**src/rtl/alu_op_sequencer.sv**
```systemverilog
// alu_op_sequencer: serialises register/immediate commands through an external
// combinational 32-bit ALU. Operands come from an internal 8x32 register file
// (r0 hard-wired to zero); the ALU outcome is written back to rd and returned
// on a valid/ready response port. One command is in flight at a time:
// IDLE (accept) -> EXEC (one cycle, capture) -> RESP (wait for handshake).
module alu_op_sequencer #(
    parameter int NREGS = 8
) (
    input  logic        clk,
    input  logic        reset,
    // command port
    input  logic        cmd_valid,
    output logic        cmd_ready,
    input  logic [2:0]  cmd_op,
    input  logic [2:0]  cmd_rd,
    input  logic [2:0]  cmd_rs1,
    input  logic [2:0]  cmd_rs2,
    input  logic        cmd_use_imm,
    input  logic [31:0] cmd_imm,
    // ALU connection
    output logic [31:0] alu_a,
    output logic [31:0] alu_b,
    output logic [2:0]  alu_f,
    input  logic [31:0] alu_result,
    input  logic        alu_zero,
    input  logic        alu_overflow,
    input  logic        alu_carry,
    input  logic        alu_negative,
    // response port
    output logic        rsp_valid,
    input  logic        rsp_ready,
    output logic [31:0] rsp_result,
    output logic [3:0]  rsp_flags,
    output logic        rsp_err,
    // debug read port
    input  logic [2:0]  dbg_addr,
    output logic [31:0] dbg_data
);

    localparam logic [2:0] OP_ADD   = 3'b000;
    localparam logic [2:0] OP_SUB   = 3'b001;
    localparam logic [2:0] OP_AND   = 3'b010;
    localparam logic [2:0] OP_OR    = 3'b011;
    localparam logic [2:0] OP_SLT   = 3'b101;
    localparam logic [2:0] OP_LOADI = 3'b111;

    typedef enum logic [1:0] {
        IDLE = 2'd0,
        EXEC = 2'd1,
        RESP = 2'd2
    } state_t;

    // True for opcodes that are computed by the ALU itself.
    function automatic logic op_is_alu(input logic [2:0] op);
        logic hit;
        hit = 1'b0;
        case (op)
            OP_ADD, OP_SUB, OP_AND, OP_OR, OP_SLT: hit = 1'b1;
            default:                               hit = 1'b0;
        endcase
        return hit;
    endfunction

    state_t      state_reg;
    state_t      state_next;

    logic        accept;       // command handshake this cycle
    logic        capture;      // EXEC: latch outcome and write rd
    logic        release_rsp;  // response handshake this cycle

    // Command fields held for the EXEC cycle.
    logic [2:0]  rd_reg;
    logic [2:0]  op_reg;
    logic [31:0] imm_reg;

    // Register file read view; element 0 is a constant zero.
    logic [31:0] rf_q [NREGS];

    logic [31:0] opnd_a;
    logic [31:0] opnd_b;
    logic [2:0]  func_sel;

    logic        op_alu;
    logic        op_loadi;
    logic        op_illegal;
    logic [31:0] cap_result;
    logic [3:0]  cap_flags;
    logic        wr_en;

    // State register; reset abandons any command in flight.
    always_ff @(posedge clk or posedge reset) begin
        if (reset) begin
            state_reg <= IDLE;
        end else begin
            state_reg <= state_next;
        end
    end

    // Next-state decode and handshake outputs.
    always_comb begin
        state_next  = state_reg;
        accept      = 1'b0;
        capture     = 1'b0;
        release_rsp = 1'b0;
        cmd_ready   = 1'b0;
        rsp_valid   = 1'b0;
        case (state_reg)
            IDLE: begin
                cmd_ready = !reset;
                if (cmd_valid && !reset) begin
                    accept     = 1'b1;
                    state_next = EXEC;
                end
            end
            EXEC: begin
                capture    = 1'b1;
                state_next = RESP;
            end
            RESP: begin
                rsp_valid = !reset;
                if (rsp_ready) begin
                    release_rsp = 1'b1;
                    state_next  = IDLE;
                end
            end
            default: begin
                state_next = IDLE;
            end
        endcase
    end

    // Operand selection straight from the command port; the previous command's
    // write landed at least two edges earlier, so no bypass is needed.
    assign opnd_a   = rf_q[cmd_rs1];
    assign opnd_b   = cmd_use_imm ? cmd_imm : rf_q[cmd_rs2];
    assign func_sel = op_is_alu(cmd_op) ? cmd_op : 3'b000;

    // ALU operand registers and latched command fields, loaded on accept.
    always_ff @(posedge clk or posedge reset) begin
        if (reset) begin
            alu_a   <= 32'd0;
            alu_b   <= 32'd0;
            alu_f   <= 3'b000;
            rd_reg  <= 3'd0;
            op_reg  <= 3'd0;
            imm_reg <= 32'd0;
        end else if (accept) begin
            alu_a   <= opnd_a;
            alu_b   <= opnd_b;
            alu_f   <= func_sel;
            rd_reg  <= cmd_rd;
            op_reg  <= cmd_op;
            imm_reg <= cmd_imm;
        end
    end

    // Outcome of the EXEC cycle, depending on the latched opcode class.
    assign op_alu     = op_is_alu(op_reg);
    assign op_loadi   = (op_reg == OP_LOADI);
    assign op_illegal = !op_alu && !op_loadi;

    always_comb begin
        cap_result = 32'd0;
        cap_flags  = 4'b0000;
        if (op_alu) begin
            cap_result = alu_result;
            cap_flags  = {alu_negative, alu_zero, alu_carry, alu_overflow};
        end else if (op_loadi) begin
            cap_result = imm_reg;
            cap_flags  = {imm_reg[31], (imm_reg == 32'd0), 1'b0, 1'b0};
        end
    end

    assign wr_en = capture && !op_illegal;

    // Response registers: captured in EXEC, frozen through RESP; the error bit
    // is cleared by the response handshake.
    always_ff @(posedge clk or posedge reset) begin
        if (reset) begin
            rsp_result <= 32'd0;
            rsp_flags  <= 4'b0000;
            rsp_err    <= 1'b0;
        end else if (capture) begin
            rsp_result <= cap_result;
            rsp_flags  <= cap_flags;
            rsp_err    <= op_illegal;
        end else if (release_rsp) begin
            rsp_err    <= 1'b0;
        end
    end

    // Register file: r0 is a constant, r1..r(NREGS-1) are individual words.
    for (genvar gi = 0; gi < NREGS; gi++) begin : g_reg
        if (gi == 0) begin : g_zero
            assign rf_q[gi] = 32'd0;
        end else begin : g_word
            logic [31:0] word_q;

            // Write this word when the EXEC cycle targets it.
            always_ff @(posedge clk or posedge reset) begin
                if (reset) begin
                    word_q <= 32'd0;
                end else if (wr_en && (rd_reg == 3'(gi))) begin
                    word_q <= cap_result;
                end
            end

            assign rf_q[gi] = word_q;
        end
    end

    assign dbg_data = rf_q[dbg_addr];

endmodule

```
**config.mk**
```make
export PLATFORM = sky130hd
export DESIGN_NAME = alu_op_sequencer
export DESIGN_NICKNAME = d
export VERILOG_FILES = /design/src/rtl/alu_op_sequencer.sv
export SDC_FILE = /design/constraint.sdc
export NUM_CORES = 1
export LEC_CHECK = 0
export ABC_AREA = 1
export ABC_CLOCK_PERIOD_IN_PS = 7300
export BUFFER_PORTS_ARGS = -buffer_cell sky130_fd_sc_hd__buf_2
export CORE_MARGIN = 4
export CORE_UTILIZATION = 60
export CTS_CLUSTER_DIAMETER = 200
export DETAILED_ROUTE_END_ITERATION = 7
export PLACE_DENSITY = 0.8
export RECOVER_POWER = 25
export SYNTH_ARGS = -nofsm -noshare
export SYNTH_HDL_FRONTEND = slang
export SYNTH_SLANG_ARGS = --single-unit
```
**constraint.sdc**
```tcl
create_clock -name clk -period 7.3 [get_ports clk]
set_input_delay 0.365 -clock clk [delete_from_list [all_inputs] [get_ports clk]]
set_output_delay 0.365 -clock clk [all_outputs]
set_load 0.05 [all_outputs]
```
======== Yosys cells after proc, flatten, opt, wreduce, memory -nomap -nowiden ========
Cells that the tools add are included.
storage, ports and cells
  register bits after elaboration ......... 368
  input port bits ......................... 88
  output and inout bits ................... 138
  word-level logic and storage cells ...... 94
operators by class
  magnitude comparators ................... 3
  eq/ne operators ......................... 20
  multiplexer cells ....................... 29
  bitwise operators ....................... 3
  reduce and logical (&&, ||, !) cells .... 22
operators by type and width
  operator                                                          number
  32-bit binary-select mux with 3-bit select                        3
  32-bit 2-to-1 mux                                                 9
  32-bit logical NOT                                                1
  3-bit == test (second input constant)                             7
  3-bit by 2-bit == test with 1-bit output (second input constant)  6
  4-bit >= comparator (second input constant)                       3
  3-bit inverter with 4-bit output                                  3
  1-bit 2-to-1 mux                                                  11
  1-bit logical AND                                                 10
  5-bit OR reduction                                                2
  3-bit by 1-bit == test with 1-bit output (second input constant)  3
  4-bit 2-to-1 mux                                                  2
  3-bit logical NOT                                                 2
  2-bit case mux with 3 select lines                                1
  1-bit logical NOT                                                 4
  2-bit 2-to-1 mux                                                  2
  2-bit != test (second input constant)                             2
  3-bit 2-to-1 mux                                                  1
  2-bit by 1-bit == test with 1-bit output (second input constant)  1
  2-bit == test (second input constant)                             1
  2-bit logical NOT                                                 1
  2-bit AND reduction                                               1
  2-bit nonzero test                                                1

======== Longest topological paths before layout ========
Gate-level depths: netlist of run 1.
  word-level depth ........................ 8
  mapped depth ............................ 10
  depth with buffers taken out ............ 8

======== Worst setup path after synthesis of run 1 ========
Ideal clock, no wire load.
  path type ............................... input -> register
  start point ............................. in reset
  end point ............................... reg alu_f[1]
  arrival ................................. 5.629 ns
  required time ........................... 7.173 ns
  setup slack ............................. 1.544 ns
  stages .................................. 8
  path buffers ............................ 2
  cell sequence ........................... inv_2 > nand2_1 > nor2_1 > inv_2 > clkbuf_1 > clkbuf_1 > nand2_1 > o21ai_0
on the way
  cells in the longest elaborated chain, start to end .. 4
RTL lines
  what                                line  source
  from (decl)                         10    input logic reset,
  1-bit logical NOT (no source line)  n/a
  1-bit logical AND                   110   if (cmd_valid && !reset) begin
  1-bit 2-to-1 mux                    110
  1-bit 2-to-1 mux                    107   case (state_reg)
  to (signal assigned)                150   alu_f <= func_sel;
  to (decl)                           23    output logic [2:0] alu_f,
No other way between the ends.
A chain may end at the register's enable or synchronous reset.

======== Worst setup path in the final report of run 1 ========
  start point ............................. reg state_reg[1]
  end point ............................... reg g_reg[1].g_word.word_q[31]
on the way
  cells in the longest elaborated chain, start to end .. 4
RTL lines
  what                                      line  source
  from (decl)                               64    state_t state_reg;
  from (signal assigned)                    95    state_reg <= state_next;
  2-bit by 1-bit == test with 1-bit output  107
  1-bit 2-to-1 mux                          107
  1-bit logical AND                         174   assign wr_en = capture && !op_illegal;
  1-bit logical AND                         203   end else if (wr_en && (rd_reg == 3'(gi))) begin
  to (signal assigned)                      204   word_q <= cap_result;
  to (decl)                                 197   logic [31:0] word_q;
No other way between the ends.

==> results of run 1 <==
cells in the final DEF, fill, tap and decap left out, drive strengths merged, types with 2 or more instances in the layout:
master / count
nand2: 821
a31oi: 32
dfrtp: 368
clkinv: 9
buf: 168
nor2: 183
a32o: 2
bufinv: 4
a21oi: 301
nand3: 234
o21ai: 516
inv: 232
clkbuf: 138
power groups by stage:
stage | Sequential, mW | Clock [mW] | Combinational [mW]
floorplan | 3.98 | 0 | 1.80
detailed placement | 3.45 | 0 | 3.33
finish | 3.47 | 2.07 | 3.37
CTS | 3.44 | 2.08 | 3.35
global route | 3.56 | 2.17 | 3.69
global placement | 3.43 | 0 | 3.25
cells by family after synthesis:
kind of cell / after synthesis / share of synthesized area (%)
DFF: 368 / 45.4
buffers and inverters: 455 / 8.64
and+or+nand+nor: 1240 / 24.7
AOI/OAI and AO/OA: 853 / 21.3
per-stage QoR:
| stage | setup slack (ns) | hold WS [ns] | cell area (um2) | std cells |
|---|---|---|---|---|
| 2_1_floorplan | 1.45 | 0.460 | 20300 | 2916 |
| 3_3_place_gp | 4.07 | 0.460 | 21400 | 3397 |
| 3_5_place_dp | 4.11 | 0.462 | 21400 | 3397 |
| 4_1_cts | 4.12 | 0.0208 | 22700 | 3461 |
| 5_1_grt | 3.40 | 0.0415 | 22600 | 3461 |
| 6_report | 3.62 | 0.0344 | 22600 | 3462 |
worst max-delay path, delay by kind of cell, from the launching register on:
family / cells / cell delay [ns]
simple gates: 4 / 2.52
flops: 1 / 0.40
buf+inv: 2 / 0.40
compound gates: 1 / 0.17
final timing paths:
kind,from,endpoint,slack [ns],depth (start not counted)
max in group asynchronous,reset,g_reg[2].g_word.word_q[20]$_DFFE_PP0P_,4.71,4
min reg2reg,alu_a[8]$_DFFE_PP0P_,alu_a[8]$_DFFE_PP0P_,0.47,2
min,rsp_ready,state_reg[1]$_DFFE_PP0P_,0.03,2
max,state_reg[1]$_DFFE_PP0P_,g_reg[1].g_word.word_q[31]$_DFFE_PP0P_,3.62,7
max reg2reg,state_reg[1]$_DFFE_PP0P_,g_reg[1].g_word.word_q[31]$_DFFE_PP0P_,3.62,7
min in group asynchronous,reset,imm_reg[7]$_DFFE_PP0P_,0.09,2
metal layers:
metal	wire (um)	global-route usage (%)	vias up	part of all wire (%)
li1	-	-	9645	-
met1	27600	54.9	10011	38
met2	29900	55.2	1703	41
met3	12300	15.5	241	17
met4	2470	13.3	4	3.4
met5	26	0	-	0.036
layout make-up:
type	count	area, um2
timing repair buffer	253	1250
antenna	1	2.50
multi-input combinational	2093	9360
inverter	235	893
sequential	368	9210
fill	2887	10900
clock inverter	11	161
clock buffer	53	1150
tap	448	561
==> impl_metrics.env, run 1 <==
export IMPL_clk_latency_ns=0.54
export IMPL_cts_setup_buffers=0
export IMPL_synth_top_cell_area_share_pct=45.4
export IMPL_clockRootBuffer="clkbuf_16"
export IMPL_antenna_found_initial=3
export IMPL_p_seq_share_pct=38.9
export IMPL_largest_reg_flops=224
export IMPL_post_route_cells_drive_above_1_share_pct=8.33
export IMPL_core_um2=33400
export IMPL_via_per_inst=6.24
export IMPL_ys_types=22
export IMPL_crit_chain="inv_2 > nand2_1 > nor2_4 > nand2_2 > buf_4 > nor2_4 > a21oi_1"
export IMPL_drtAntennaViolNets=0
export IMPL_hold_violations=0
export IMPL_start_util_pct=60.7
export IMPL_drv_slew=0
export IMPL_async_flop_share_pct=100
export IMPL_violations="max-capacitance violations"
export IMPL_hold_class="primary input to flop"
export IMPL_clockPowerShare_pct=23.3
export IMPL_power_share_switching_pct=44.5
export IMPL_p_int_mw=4.94
export IMPL_yosys_top_cells_count="nand2_1 (818), o21ai_0 (451), dfrtp_1 (368)"
export IMPL_p_leak_nw=10.6
export IMPL_crit_path_start_kind="flop"
export IMPL_slowest_delay_ns=1.08
export IMPL_yosys_top_cells_area="dfrtp_1 (45%), nand2_1 (15%), o21ai_0 (11%)"
export IMPL_max_freq_ghz=0.272
export IMPL_cp_required_ns=7.67
export IMPL_route_vias_total=21604
export IMPL_wl_per_cell_um=20.9
export IMPL_setup_tns_ns=0
export IMPL_rsz0062_at_grt="no"
export IMPL_wirelength_mm=72.2
export IMPL_synth_warnings=0
export IMPL_combPwrFrac_pct=37.8
export IMPL_grt_max_degree=169
export IMPL_die_h_um=192
export IMPL_maxCapViolCount=1
export IMPL_synth_most_common_cell="nand2_1"
export IMPL_clkTransAtPathRegs_ns=0.06
export IMPL_crit_fanout=40
export IMPL_gp_congestion=0.924
export IMPL_cts_resized=0
export IMPL_tightest_slew_ns=1.49
export IMPL_synth_main_ff_cell="dfrtp_1"
export IMPL_skew_ns=0.00871
export IMPL_numPortBuffers=225
export IMPL_status="finished with violations"
export IMPL_synth_seq_cells=368
export IMPL_rows=67
export IMPL_cts_path_max_buffers=3
export IMPL_dieArea_um2=36800
export IMPL_overflow=0
export IMPL_critPathArrivalTime_ns=4.05
export IMPL_first_pass_iters=7
export IMPL_end_kind="flop"
export IMPL_relSlewSlack_pct=0.705
export IMPL_grt_pass1_vias=20503
export IMPL_worst_path_max_delay_cell="nor2_4"
export IMPL_cts_tree="done"
export IMPL_hold_buffers=0
export IMPL_cts_buffers=40
export IMPL_first_iter_violations=2989
export IMPL_criticalPathCategory="flop to flop"
export IMPL_period_needed_ns=3.68
export IMPL_die_w_um=192
export IMPL_cts_sinks=368
export IMPL_switching_power_mw=3.96
export IMPL_htreeDepth=2
export IMPL_dp_hpwl_mm=43.2
export IMPL_cp_common_cell="nor2_4"
export IMPL_grt_pass1_wl_mm=113
export IMPL_io_pins=226
export IMPL_yosysTopAreaCell="dfrtp_1"
export IMPL_grtUsageTotal_pct=39.0
export IMPL_synth_area_um2=20300
export IMPL_area_growth_pct=11.3
export IMPL_synth_fp_nets=3004
export IMPL_yosysSeqAreaShare_pct=45.4
export IMPL_drc=0
export IMPL_ir_drop_uv=293
export IMPL_synth_edff_count=0
export IMPL_postLayoutCoreUtil_pct=67.5
export IMPL_min_period_over_period_pct=50.4
export IMPL_postSynthAreaPerCell_um2=6.96
export IMPL_nNetsFinal=3079
export IMPL_setup_violations=0
export IMPL_power_mw=8.91
export IMPL_top_register="g.g_word.word_q"
export IMPL_powerDensity_nw_per_um2=394
export IMPL_netlist_instances=2916
(Power assumes the default switching activity.)
==> run 2, diff against run 1 <==
--- a/config.mk
+++ b/config.mk
@@ -5,11 +5,11 @@
 export SDC_FILE = /design/constraint.sdc
 export NUM_CORES = 1
 export LEC_CHECK = 0
-export ABC_AREA = 1
-export ABC_CLOCK_PERIOD_IN_PS = 7300
+export ABC_AREA = 0
+export ABC_CLOCK_PERIOD_IN_PS = 3800
 export BUFFER_PORTS_ARGS = -buffer_cell sky130_fd_sc_hd__buf_2
 export CORE_MARGIN = 4
-export CORE_UTILIZATION = 60
+export CORE_UTILIZATION = 59
 export CTS_CLUSTER_DIAMETER = 200
 export DETAILED_ROUTE_END_ITERATION = 7
 export PLACE_DENSITY = 0.8
==> constraint.sdc (replaced) <==
create_clock -name clk -period 3.8 [get_ports clk]
set_input_delay 0.19 -clock clk [delete_from_list [all_inputs] [get_ports clk]]
set_output_delay 0.19 -clock clk [all_outputs]
set_load 0.05 [all_outputs]
==> impl_metrics.env, run 2 <==
export IMPL_status="finished with violations"
export IMPL_violations="max-capacitance violations, max-slew violations"
export IMPL_nNetsFinal=2181
export IMPL_met2_length_mm=28.1
export IMPL_synth_top_cell_area_share_pct=48.1
export IMPL_yosys_top_cells_area="dfrtp_1 (48%), mux4_2 (7.8%), nand2_1 (6.8%)"
export IMPL_worst_slack_ns=1.10
export IMPL_yosysTopAreaCell="dfrtp_1"
export IMPL_clockRootBuffer="clkbuf_16"
export IMPL_route_vias_total=16929
export IMPL_period_needed_ns=2.70
export IMPL_gp_congestion=0.847
export IMPL_netlist_instances=1901
export IMPL_drtAntennaViolNets=0
export IMPL_crit_end="alu_b[24]$_DFFE_PP0P_"
export IMPL_top_layer_used="met5"
export IMPL_critPathArrivalTime_ns=3.14
export IMPL_wl_per_cell_um=23.6
export IMPL_cp_required_ns=4.25
export IMPL_power_mw=17.7
export IMPL_setup_tns_ns=0
export IMPL_rows=65
export IMPL_via_per_inst=6.62
export IMPL_pre_cts_ws_ns=1.17
export IMPL_hold_class="primary input to flop"
export IMPL_yosys_top_cells_count="dfrtp_1 (368), nand2_1 (348), a21oi_1 (130)"
export IMPL_grt_max_degree=117
export IMPL_cts_sinks=368
export IMPL_cts_tree="done"
export IMPL_async_flop_share_pct=100
export IMPL_overflow=0
export IMPL_post_route_cells_drive_above_1_share_pct=19.0
export IMPL_crit_path_start_kind="flop"
export IMPL_max_freq_ghz=0.371
export IMPL_first_pass_iters=6
export IMPL_postSynthAreaPerCell_um2=10.1
export IMPL_nFillCells=2320
export IMPL_relSlewSlack_pct=-7.43
export IMPL_reg2regPathDepth=6
export IMPL_htreeDepth=2
export IMPL_largest_reg_flops=224
export IMPL_layout_commonest_cell="dfrtp_1"
export IMPL_crit_fanout=51
export IMPL_start_util_pct=60.2
export IMPL_drt_met1_wl_mm=21.9
export IMPL_dieArea_um2=35400
export IMPL_grt_pass1_vias=17246
export IMPL_setup_violations=0
export IMPL_skew_ns=0.0114
export IMPL_synth_most_common_cell="dfrtp_1"
export IMPL_synth_edff_count=0
export IMPL_first_iter_violations=1930
export IMPL_layout_cells_non_filler=2557
export IMPL_cts_buffers=39
export IMPL_grtUsageTotal_pct=33.7
export IMPL_yosysSeqAreaShare_pct=48.1
export IMPL_clk_latency_ns=0.54
export IMPL_postLayoutCoreUtil_pct=69.2
export IMPL_area_growth_pct=15.0
export IMPL_drv_slew=62
export IMPL_end_kind="flop"
export IMPL_wl_met3_mm=7.13
export IMPL_synth_warnings=0
export IMPL_powerDensity_nw_per_um2=803
export IMPL_rsz0062_at_grt="no"
export IMPL_wirelength_mm=60.5
export IMPL_layout_common_cells="dfrtp_1 (368), nand2_1 (347), a21oi_1 (130), buf_2 (125)"
export IMPL_numPortBuffers=225
export IMPL_core_um2=31800
export IMPL_dp_cells=2443
export IMPL_synth_fp_nets=1989
export IMPL_tightest_slew_ns=1.60
export IMPL_cts_path_max_buffers=3
export IMPL_p_leak_nw=9.67
export IMPL_die_h_um=188
export IMPL_synth_main_ff_cell="dfrtp_1"
export IMPL_top_register="g.g_word.word_q"
export IMPL_ys_types=38
export IMPL_antenna_found_initial=3
export IMPL_die_w_um=188
export IMPL_reg2reg_slack_ns=1.10
export IMPL_startpoint="state_reg[0]$_DFFE_PP0P_"
export IMPL_drc=0
export IMPL_grt_pass1_wl_mm=95.0
export IMPL_min_period_over_period_pct=71.0
export IMPL_ir_drop_uv=490
export IMPL_worstReg2RegStart="state_reg[0]$_DFFE_PP0P_"
export IMPL_r2r_end="alu_b[24]$_DFFE_PP0P_"
export IMPL_synth_seq_cells=368
export IMPL_hold_violations=0
export IMPL_maxCapViolCount=2
export IMPL_dp_hpwl_mm=37.6
export IMPL_io_pins=226
export IMPL_clkTransAtPathRegs_ns=0.06
export IMPL_synth_area_um2=19100
export IMPL_cts_resized=0
export IMPL_criticalPathCategory="flop to flop"
## run 2: changes by cell type in the layout (fill, tap and decap cells not counted), sizes merged, moves of 60 or more
cell / change
inv: -195
nor2: -60
o21ai: -297
nand3: -228
mux2i: +90
mux4: +66
nand2: -473
a221oi: +64
a21oi: -171
mux2: +66
## run 2: critical path: stages (launching register included)
cell and delay (ns):
dfrtp_1 0.43, nor3_1 0.43, nand2_4 0.42, inv_2 0.61
buf_4 0.38, o21ai_0 0.13, o21ai_0 0.17
## run 2: through the flow
stage,cell area (um2),hold WS [ns]
CTS,22200,0.0428
global placement,20400,0.395
detailed placement,20400,0.395
floorplan,19100,0.295
global route,22000,0.0756
finish,22000,0.0600
## run 2: layer usage
metal / global-route usage, % / vias up
met5: 0 / -
met4: 16.6 / 4
met3: 8.58 / 276
met2: 53.5 / 1199
met1: 43.7 / 8187
li1: - / 7263
## run 2: how the worst min path moves through the flow
stage | end | depth (start not counted) | startpoint | slack (ns)
after CTS | g_reg[6].g_word.word_q[7]$_DFFE_PP0P_ | 3 | alu_result[7] | 0.04
after global routing | g_reg[6].g_word.word_q[7]$_DFFE_PP0P_ | 3 | alu_result[7] | 0.08
after detailed placement | rd_reg[0]$_DFFE_PP0P_ | 3 | cmd_rd[0] | 0.40
after floorplan | imm_reg[0]$_DFFE_PP0P_ | 2 | cmd_imm[0] | 0.30
final | g_reg[6].g_word.word_q[7]$_DFFE_PP0P_ | 3 | alu_result[7] | 0.06
after global placement | alu_f[1]$_DFFE_PP0P_ | 2 | reset | 0.40
## run 2: cell families (layout without fill, tap and decap cells)
logic type	count (synthesis)	count (layout)	synth area share [%]
AO/OA/AOI/OAI	551	551	17.9
buffers and inverters	204	424	5.33
flip-flops	368	368	48.1
multiplexers	222	222	16.4
other	0	1	0
AND/OR/NAND/NOR	556	556	12.3
## run 2: power breakdown
group          switching, mW  internal (mW)
sequential              1.60           5.56
combinational           4.30           2.39
clock                   1.58           2.23
total                   7.48           10.2
## run 2: timing repair
action | CTS | global route
hold buffers | 44 | 0
hold endpoints to repair | 83 | 0
setup endpoints to repair | 0 | 0
buffers inserted | 0 | 0
## run 2: cell type report
| class | count | area [um2] | area share, % |
|---|---|---|---|
| Antenna cell | 1 | 2.50 | 0.0114 |
| Clock inverter | 14 | 134 | 0.609 |
| Timing Repair Buffer | 317 | 1880 | 8.54 |
| Tap cell | 435 | 544 | 2.47 |
| Multi-Input combinational cell | 1329 | 8940 | 40.7 |
| Inverter | 38 | 144 | 0.654 |
| Sequential cell | 368 | 9210 | 41.9 |
| Clock buffer | 55 | 1140 | 5.18 |
